==> src/rtl/match_pkg.sv <==
// Shared constants, FSM state encoding and candidate-scoring helper for the
// SRAM matching engine.
package match_pkg;

    localparam int NPORT  = 16;
    localparam int NSRAM  = 32;
    localparam int LANES  = 4;
    localparam int FREE_W = 12;
    localparam int LEN_W  = 9;
    localparam int PORT_W = 4;
    localparam int SRAM_W = $clog2(NSRAM);

    typedef enum logic [1:0] {
        IDLE,
        GRANT,
        SCAN,
        RESULT
    } match_state_t;

    typedef struct packed {
        logic              valid;
        logic              hint;
        logic [FREE_W-1:0] free;
        logic [SRAM_W-1:0] idx;
    } cand_t;

    // True when a should replace b: destination hint, then free space, then lower index.
    function automatic logic better(input cand_t a, input cand_t b);
        if (!a.valid)
            return 1'b0;
        if (!b.valid)
            return 1'b1;
        if (a.hint != b.hint)
            return a.hint;
        if (a.free != b.free)
            return a.free > b.free;
        return a.idx < b.idx;
    endfunction

endpackage

==> src/rtl/rr_arbiter.sv <==
// Combinational round-robin arbiter: lowest requesting index at or above ptr
// wins, wrapping from N-1 back to 0.
module rr_arbiter #(
    parameter int N     = 16,
    parameter int IDX_W = $clog2(N)
) (
    input  logic [N-1:0]     req,
    input  logic [IDX_W-1:0] ptr,
    output logic [N-1:0]     gnt,
    output logic [IDX_W-1:0] gnt_idx
);

    logic [IDX_W-1:0] cand;
    logic             found;

    // NOTE: every variable written in always_comb is defaulted first so no latch is inferred.
    always_comb begin
        cand    = '0;
        found   = 1'b0;
        gnt_idx = '0;
        for (int k = 0; k < N; k++) begin
            cand = IDX_W'((int'(ptr) + k) % N);
            if (!found && req[cand]) begin
                found   = 1'b1;
                gnt_idx = cand;
            end
        end
        gnt = found ? (N'(1) << gnt_idx) : '0;
    end

endmodule

==> src/rtl/sram_match_arbiter.sv <==
// Grants one write port at a time, scans the SRAM banks LANES per cycle for the
// best target and returns a registered match_end / sram_claim or match_fail pulse.
module sram_match_arbiter
    import match_pkg::*;
(
    input  logic                    clk,
    input  logic                    rst,
    input  logic [NPORT-1:0]        match_enable,
    input  logic [NPORT*LEN_W-1:0]  new_length,
    input  logic [NPORT*PORT_W-1:0] new_dest_port,
    input  logic [NSRAM*FREE_W-1:0] sram_free,
    input  logic [NSRAM-1:0]        sram_busy,
    input  logic [NSRAM*PORT_W-1:0] sram_last_dest,
    output logic [NPORT-1:0]        match_end,
    output logic [SRAM_W-1:0]       match_sram,
    output logic [NSRAM-1:0]        sram_claim,
    output logic                    match_fail
);

    localparam logic [SRAM_W-1:0] LAST_BASE = SRAM_W'(NSRAM - LANES);

    match_state_t      state_q, state_d;
    logic [PORT_W-1:0] rr_ptr_q, rr_ptr_d;
    logic [PORT_W-1:0] gnt_port_q, gnt_port_d;
    logic [LEN_W-1:0]  len_q, len_d;
    logic [PORT_W-1:0] dest_q, dest_d;
    cand_t             best_q, best_d;
    logic [SRAM_W-1:0] scan_idx_q, scan_idx_d;
    logic [NPORT-1:0]  mask_q, mask_d;
    logic [NPORT-1:0]  match_end_q, match_end_d;
    logic [SRAM_W-1:0] match_sram_q, match_sram_d;
    logic [NSRAM-1:0]  sram_claim_q, sram_claim_d;
    logic              match_fail_q, match_fail_d;

    logic [NPORT-1:0]  arb_gnt;
    logic [PORT_W-1:0] arb_idx;
    logic              req_any;

    // A port served last cycle may not have dropped its request yet.
    rr_arbiter #(
        .N     (NPORT),
        .IDX_W (PORT_W)
    ) u_rr_arbiter (
        .req     (match_enable & ~mask_q),
        .ptr     (rr_ptr_q),
        .gnt     (arb_gnt),
        .gnt_idx (arb_idx)
    );

    assign req_any = |arb_gnt;

    logic [SRAM_W-1:0] sidx;
    cand_t             lane_c;
    cand_t             lane_best;
    cand_t             merged;

    always_comb begin
        sidx      = '0;
        lane_c    = '0;
        lane_best = '0;
        for (int l = 0; l < LANES; l++) begin
            sidx         = scan_idx_q + SRAM_W'(l);
            lane_c.free  = sram_free[sidx*FREE_W +: FREE_W];
            lane_c.valid = !sram_busy[sidx] &&
                           (lane_c.free >= {{(FREE_W-LEN_W){1'b0}}, len_q});
            lane_c.hint  = (sram_last_dest[sidx*PORT_W +: PORT_W] == dest_q);
            lane_c.idx   = sidx;
            if (better(lane_c, lane_best))
                lane_best = lane_c;
        end
        // Ties keep the register: it always holds the lower index.
        merged = better(lane_best, best_q) ? lane_best : best_q;
    end

    always_comb begin
        state_d      = state_q;
        rr_ptr_d     = rr_ptr_q;
        gnt_port_d   = gnt_port_q;
        len_d        = len_q;
        dest_d       = dest_q;
        best_d       = best_q;
        scan_idx_d   = scan_idx_q;
        mask_d       = match_end_q;
        match_end_d  = '0;
        match_sram_d = '0;
        sram_claim_d = '0;
        match_fail_d = 1'b0;

        unique case (state_q)
            IDLE: begin
                if (req_any) begin
                    state_d    = GRANT;
                    gnt_port_d = arb_idx;
                    len_d      = new_length[arb_idx*LEN_W +: LEN_W];
                    dest_d     = new_dest_port[arb_idx*PORT_W +: PORT_W];
                end
            end
            GRANT: begin
                state_d    = SCAN;
                best_d     = '0;
                scan_idx_d = '0;
            end
            SCAN: begin
                best_d     = merged;
                scan_idx_d = scan_idx_q + SRAM_W'(LANES);
                if (scan_idx_q == LAST_BASE) begin
                    state_d = RESULT;
                    // Outputs are registered, so the final checks happen on the edge into RESULT.
                    if (merged.valid && !sram_busy[merged.idx] && match_enable[gnt_port_q]) begin
                        match_end_d  = NPORT'(1) << gnt_port_q;
                        sram_claim_d = NSRAM'(1) << merged.idx;
                        match_sram_d = merged.idx;
                    end else begin
                        match_fail_d = 1'b1;
                    end
                end
            end
            RESULT: begin
                state_d  = IDLE;
                rr_ptr_d = gnt_port_q + PORT_W'(1);
            end
            default: state_d = IDLE;
        endcase
    end

    // NOTE: sequential state uses non-blocking assignments only, so every flop samples pre-edge values.
    always_ff @(posedge clk) begin
        if (rst) begin
            state_q      <= IDLE;
            rr_ptr_q     <= '0;
            gnt_port_q   <= '0;
            len_q        <= '0;
            dest_q       <= '0;
            best_q       <= '0;
            scan_idx_q   <= '0;
            mask_q       <= '0;
            match_end_q  <= '0;
            match_sram_q <= '0;
            sram_claim_q <= '0;
            match_fail_q <= 1'b0;
        end else begin
            state_q      <= state_d;
            rr_ptr_q     <= rr_ptr_d;
            gnt_port_q   <= gnt_port_d;
            len_q        <= len_d;
            dest_q       <= dest_d;
            best_q       <= best_d;
            scan_idx_q   <= scan_idx_d;
            mask_q       <= mask_d;
            match_end_q  <= match_end_d;
            match_sram_q <= match_sram_d;
            sram_claim_q <= sram_claim_d;
            match_fail_q <= match_fail_d;
        end
    end

    assign match_end  = match_end_q;
    assign match_sram = match_sram_q;
    assign sram_claim = sram_claim_q;
    assign match_fail = match_fail_q;

endmodule

==> config.mk <==
export PLATFORM = sky130hd
export DESIGN_NAME = sram_match_arbiter
export DESIGN_NICKNAME = d
export VERILOG_FILES = /design/src/rtl/match_pkg.sv /design/src/rtl/rr_arbiter.sv /design/src/rtl/sram_match_arbiter.sv
export SDC_FILE = /design/constraint.sdc
export NUM_CORES = 1
export LEC_CHECK = 0
export CAP_MARGIN = 20
export CORE_AREA = 2 2 317 319
export CTS_BUF_LIST = sky130_fd_sc_hd__clkbuf_16
export DETAILED_ROUTE_END_ITERATION = 7
export DIE_AREA = 0 0 319 321
export DONT_BUFFER_PORTS = 1
export GPL_ROUTABILITY_DRIVEN = 0
export PLACE_DENSITY_LB_ADDON = 0.1
export SLEW_MARGIN = 25
export SYNTH_ARGS = -nofsm -noshare
export SYNTH_HDL_FRONTEND = slang
export SYNTH_SLANG_ARGS = --single-unit
export TNS_END_PERCENT = 5
==> constraint.sdc <==
create_clock -name clk -period 17.2 [get_ports clk]
set_input_delay 1.72 -clock clk [delete_from_list [all_inputs] [get_ports clk]]
set_output_delay 1.72 -clock clk [all_outputs]
set_load 0.005 [all_outputs]
After elaboration in Yosys (flattened, before gate mapping). Cells that the tools add are included.

Bitwise logic cells: 5. Shift operators: 13. Eq/ne operators: 19. Multiplexer cells: 169. Order comparisons: 36. Reduce and logical (&&, ||, !) cells: 50. Multiply operators: 5. Add/subtract/negate cells: 20.

Operators with widths (count): indexed part select 384 x 10 -> 12 bit (4); indexed part select 128 x 8 -> 4 bit (4); indexed part select 144 x 9 -> 9 bit (1); two-way mux 1 bit (120); two-way mux 19 bit (5); < comparator 4 x 5 -> 1 bit, second input constant (17); binary-select mux 1 bit (select 4 bit) (17); two-way mux 4 bit (16); indexed part select 64 x 7 -> 4 bit (1); >= comparator 12 x 9 -> 1 bit (4); > comparator 12 bit (4); != test 12 bit (4); one-hot mux 19 bit (2 select lines) (1); adder 4 bit, second input constant (8); left shift 1 x 4 -> 16 bit, first input constant (2); left shift 1 x 5 -> 32 bit, first input constant (1); < comparator 5 x 6 -> 1 bit, second input constant (5); multiplier 5 x 2 -> 7 bit, second input constant (4); binary-select mux 1 bit (select 5 bit) (5); logical AND 1 bit (21); logical NOT 1 bit (20); < comparator 5 bit (4); adder 4 x 3 -> 4 bit, second input constant (4); AND 16 bit (1); 27 further kinds (44).

Word-level logic and storage cells: 332. Bits in registers: 117. Input port bits: 770.

Logic depth before layout (Yosys ltp). Gate-level depths: netlist of run 1.

Depth in word-level cells: 70. Depth in mapped cells: 67. Gate-level depth less buffers: 57.

Hierarchy. Synthesis of run 1 repeated with hierarchy kept, for this count alone.

Cells, all modules: 1657. Area total of the unflattened synthesis: 16463.3 um2.

By module, submodules not included: sram_match_arbiter (seq. area each 2302.2 um2, cells an instance 1316, area each 13417.9 um2, instances 1); rr_arbiter (seq. area each 0.0 um2, cells an instance 341, area each 3045.4 um2, instances 1).

Worst setup path after synthesis of run 1. No wires, ideal clock.

Kind: reg-to-reg. Start: reg scan_idx_q[2]. End: reg match_sram_q[1] (netlist: match_sram[1]). Stages on the path, launching flop included: 64. Period minus slack after synthesis: 13.294 ns. Slack: 3.906 ns. Arrival time: 13.214 ns. Cell sequence: dfxtp_1 -> buf_4 -> buf_6 -> buf_2 -> buf_2 -> buf_1 -> mux4_2 -> nand2_1 -> nand2_1 -> ha_1 -> nand2_1 -> o21ai_0 -> a41oi_1 -> o211ai_1 -> and2_1 -> buf_2 -> clkbuf_1 -> nand2_1 -> [... 28 more ...] -> clkbuf_1 -> buf_1 -> a21oi_1 -> ha_1 -> nand4_1 -> or2_2 -> o221a_2 -> o31ai_1 -> o311a_1 -> nor2_1 -> a32o_1 -> buf_2 -> a222oi_1 -> a31oi_1 -> nor4_2 -> o221ai_1 -> buf_2 -> a211oi_2.

Cells in the longest elaborated chain, start to end: 59. Elaborated cells between the ends (all ways): 145. Those cells by class: add/sub (3); mul (4); order compare (14); eq/ne (13); shift (8); mux (88); bitwise (2); reduce/logical (13).

Ends and longest elaborated chain: start, declared (line sram_match_arbiter.sv:28) `logic [SRAM_W-1:0] scan_idx_q, scan_idx_d;`; start signal, assigned (line sram_match_arbiter.sv:148) `scan_idx_q <= scan_idx_d;`; parallel branches: the longest is 59 deep, another holds > comparator 12 x 1 -> 1 bit; end signal, assigned (line sram_match_arbiter.sv:151) `match_sram_q <= match_sram_d;`; end, declared (line sram_match_arbiter.sv:31) `logic [SRAM_W-1:0] match_sram_q, match_sram_d;`.

Several ways; the timed one is not identified. The select of a mux whose other input is x is not followed. A chain may end at the register's enable or synchronous reset.

Worst setup path in the final report of run 1.
Start: in sram_free[145]. End: reg match_sram_q[0] (netlist: match_sram[0]).

Cells in the longest elaborated chain, start to end: 58. Elaborated cells between the ends (all ways): 112. Those cells by class: order compare (13); eq/ne (8); shift (4); mux (77); bitwise (1); reduce/logical (9).

Ends and longest elaborated chain: start, declared (line sram_match_arbiter.sv:11) `input logic [NSRAM*FREE_W-1:0] sram_free,`; parallel branches: the longest is 40 deep, another holds > comparator 12 x 1 -> 1 bit; two-way mux 19 bit * (line sram_match_arbiter.sv:68) `if (better(lane_c, lane_best))`; parallel branches: the longest is 9 deep, another holds > comparator 12 bit; two-way mux 19 bit * (line sram_match_arbiter.sv:72) `merged = better(lane_best, best_q) ? lane_best : best_q;`; binary-select mux 1 bit (select 5 bit) (line sram_match_arbiter.sv:109) `if (merged.valid && !sram_busy[merged.idx] && match_enable[gnt_port_q]) begin`; two-way mux 1 bit (not written as such) (line sram_match_arbiter.sv:109); logical NOT 1 bit (line sram_match_arbiter.sv:109); logical AND 1 bit (2 in a row) (line sram_match_arbiter.sv:109); inverter 1 bit (no line); OR reduction 4 bit (no line).

Mark *: on every way between the ends. The select of a mux whose other input is x is not followed.

==> metrics.md, run 1 <==
| Metric | Value |
|---|---|
| Die X | 319 um |
| Chip height | 321 um |
| Initial Utilization | 16.4% |
| LEAKAGE | 6.25 nW |
| CTS root buf | clkbuf_16 |
| Fmax | 64.8 MHz |
| RSZ-0062 raised after global routing | no |
| Vias per cell | 5.07 |
| IO Port Bufs | 0 |
| DRT iter0 DRCs | 1177 |
| Post_cts resized | 0 |
| Critical Path RT | 17.55 ns |
| Clock Sinks | 115 |
| First-pass detailed-route iteration total | 5 |
| Layout cell share with drive strength beyond 1 | 18.5% |
| Initial antenna violation count | 91 |
| Fillers | 11160 |
| Fin area | 18300 um2 |
| Most common cell after layout, fill and taps aside | mux2i_1 |
| Syn nets | 2643 |
| EDFF count, synth | 0 |
| Top_reg_cell synth | dfxtp_1 |
| Final Hold Viols | 0 |
| Arrival @ worst endpoint | 15.79 ns |
| Final Max Slew Viols | 0 |
| Busiest grt layer | met2 |
| Startpoint Class | primary input |
| Vias in the first global route | 15580 |
| PD cells | 142 nW/um2 |
| Remaining Overflow, GRT | 0 |
| Std-Cell Core Area | 99300 um2 |
| Fraction of registers with async set/reset | 0% |
| Commonest non-fill, non-tap cells in the layout | mux2i_1 (208), nand2_1 (179), mux4_2 (174) |
| Type of the tightest min-delay check | reg -> reg |
| Routed wire length | 112 mm |
| M1 GR Usage | 27.2% |
| Rel. slew slack | 26.5% |
| Gr usage total | 21.2% |
| Setup TNS | 0 ns |
| WP buf/inv | 2 |
| Max-cap violations | 0 |
| DR DRC count | 0 |
| WL/cell | 37.2 um |
| Final ANT Viol Nets | 0 |
| Synth unique cells | 85 |
| First-pass GRT wire length | 146 mm |
| Fin crit period | 15.44 ns |
| Vias post-DR | 15321 |
| Net count, final | 2565 |
| Cell mode on critical path | a21oi_1 |
| Crit. End Element | register |
| Layout area overhead | 12.4% |
| Row Count | 116 |
| Period utilization | 89.8% |
| Outcome | finished, final reports clean |
| Mapped Cells | 1755 |
| Maximum fanout along the worst path | 25 |
| DP HPWL | 98.2 mm |
| CP max stage delay | 0.76 ns |
| Met2 Track Usage GR | 33.7% |
| Slew @ Worst Pin | 1.08 ns |
| Skew final | 0.0184 ns |
| Die area | 102000 um2 |
| Worst Setup Path Type | in -> reg |
| Num CTS Buffers | 17 |
| Worst-path clk slew | 0.07 ns |
| Largest net degree at the start of global routing | 105 |
| Postcts setup bufs | 0 |
| Cell Area, Placed | 17600 um2 |
| Final setup fails | 0 |
| TritonCTS clock tree | built |
| IO Pins | 824 |
| Synthesis warning total | 0 |
| CP max-delay cell | a222oi_1 |
| GR Util met3 | 5.55% |
| CP top delay family | compound AO/OA/AOI/OAI gates |
| #FFs+latches synth | 115 |
| Peak VDD IR | 0.0629 mV |
| Clock H-tree levels | 4 |
| Worst-Skew Late Latency | 0.47 ns |
| Cell area after synthesis | 16300 um2 |
| Seq/Total Area, Yosys | 14.1% |
| Hold Buf Count CTS | 0 |
| CTS Buffer Depth | 2 |
| Syn_area_per_cell | 9.28 um2 |
==> where the power goes <==
group	switching [mW]	total, mW	internal, mW
Clock	0.153	0.366	0.214
Combinational	1.14	1.89	0.749
Sequential	0.0464	0.340	0.293
==> logic make-up (layout without fill, tap and decap cells) <==
| kind of cell | Yosys count | count (layout) | synth area share, % |
|---|---|---|---|
| AO/OA/AOI/OAI | 353 | 353 | 15.0 |
| XOR/XNOR | 27 | 27 | 1.45 |
| adder cells (fa/ha/maj) | 119 | 119 | 9.13 |
| buffers and inverters | 182 | 117 | 4.99 |
| flip-flops | 115 | 115 | 14.1 |
| multiplexers | 419 | 419 | 39.4 |
| other | 0 | 36 | 0 |
| AND/OR/NAND/NOR | 540 | 540 | 15.9 |
==> metrics by stage <==
stage                     instances  setup slack (ns)  power (mW)  hold WS [ns]  util (%)
final                          3024              1.76        2.60         0.475      18.5
after global routing           3013             0.560        2.79         0.497      18.4
after CTS                      2988              1.93        2.62         0.472      18.3
after detailed placement       2956              1.48        2.23         0.465      17.8
after global placement         2955              1.18        2.22         0.453      17.7
after floorplan                1755              3.91        1.67         0.444         -
==> path summary, 6_finish.rpt <==
kind / startpoint / end / slack [ns] / cells after the start
setup / recovery: sram_free[145] / match_sram[0]$_SDFF_PP0_ / 1.76 / 57
hold / removal: best_q[4]$_SDFFE_PP0P_ / best_q[4]$_SDFFE_PP0P_ / 0.47 / 2
setup reg to reg: scan_idx_q[2]$_SDFFE_PP0P_ / match_sram[0]$_SDFF_PP0_ / 1.93 / 57
hold reg to reg: best_q[4]$_SDFFE_PP0P_ / best_q[4]$_SDFFE_PP0P_ / 0.47 / 2
==> synth_stat cells (5+ instances only) <==
cell type,number,area share (%)
a2111oi_0,6,0.32
a211oi_1,14,0.65
a21boi_0,6,0.28
a21o_1,28,1.3
a21oi_1,94,2.9
a221oi_1,6,0.32
a22o_1,20,1.1
a22oi_1,21,0.97
a2bb2oi_1,14,0.75
a31oi_1,9,0.35
a32oi_1,5,0.27
and2_1,17,0.65
and3_1,7,0.27
buf_1,22,0.51
buf_2,22,0.68
buf_4,17,0.78
buf_6,5,0.35
clkbuf_1,61,1.4
dfxtp_1,115,14
ha_1,118,9.1
inv_1,49,1.1
mux2_2,33,2.3
mux2i_1,210,13
mux4_2,174,24
nand2_1,179,4.1
nand2b_1,40,1.5
nand3_1,24,0.74
nand3b_1,5,0.23
nand4_1,20,0.77
nor2_1,134,3.1
nor2b_1,45,1.7
nor3_1,35,1.1
nor4_1,8,0.31
o211ai_1,9,0.41
o21a_1,5,0.23
o21ai_0,36,1.1
o21ai_1,23,0.71
o221ai_1,6,0.32
o22ai_1,7,0.27
or2_2,6,0.23
xnor2_1,13,0.70
xor2_1,14,0.75
==> sequential cells by signal (all words and copies together), names as in the netlist <==
| register | cells |
|---|---|
| gnt_port_q | 4 |
| state_q | 2 |
| sram_claim | 32 |
| len_q | 9 |
| best_q | 19 |
| scan_idx_q | 3 |
| match_sram | 5 |
| match_fail | 1 |
| dest_q | 4 |
| rr_ptr_q | 4 |
| mask_q | 16 |
| match_end | 16 |
==> area by class of cell <==
cell class	instances	area (um2)	area share, %
clock inverters	15	156	0.854
flip-flops and latches	115	2310	12.6
clock buffers	17	425	2.32
well taps	1298	1620	8.87
diodes	36	90.1	0.492
inverters	54	204	1.11
repair buffers	31	265	1.45
multi-input cells	1458	13200	72.3
==> metal layers <==
metal / vias to the layer above / part of all wire [%]
li1: 6633 / -
met1: 7609 / 43
met2: 839 / 45
met3: 216 / 7.6
met4: 24 / 4.8
met5: - / 0.15
==> worst register-to-register path, delay by kind of cell, from the launching register on <==
| kind | cells | cell delay, ns |
|---|---|---|
| AO/OA/AOI/OAI | 36 | 9.21 |
| AND/OR/NAND/NOR | 13 | 2.39 |
| multiplexers | 1 | 0.67 |
| buffers and inverters | 2 | 0.47 |
| adder cells (fa/ha/maj) | 5 | 1.54 |
| flip-flops | 1 | 0.88 |
No activity file was read; power rests on OpenSTA's default activity.
==> inputs of run 2 (changes only) <==
- SETUP_SLACK_MARGIN: unset -> 0.5
==> results of run 2 <==
Final layout, timing and power as in run 1 (identical DEF).
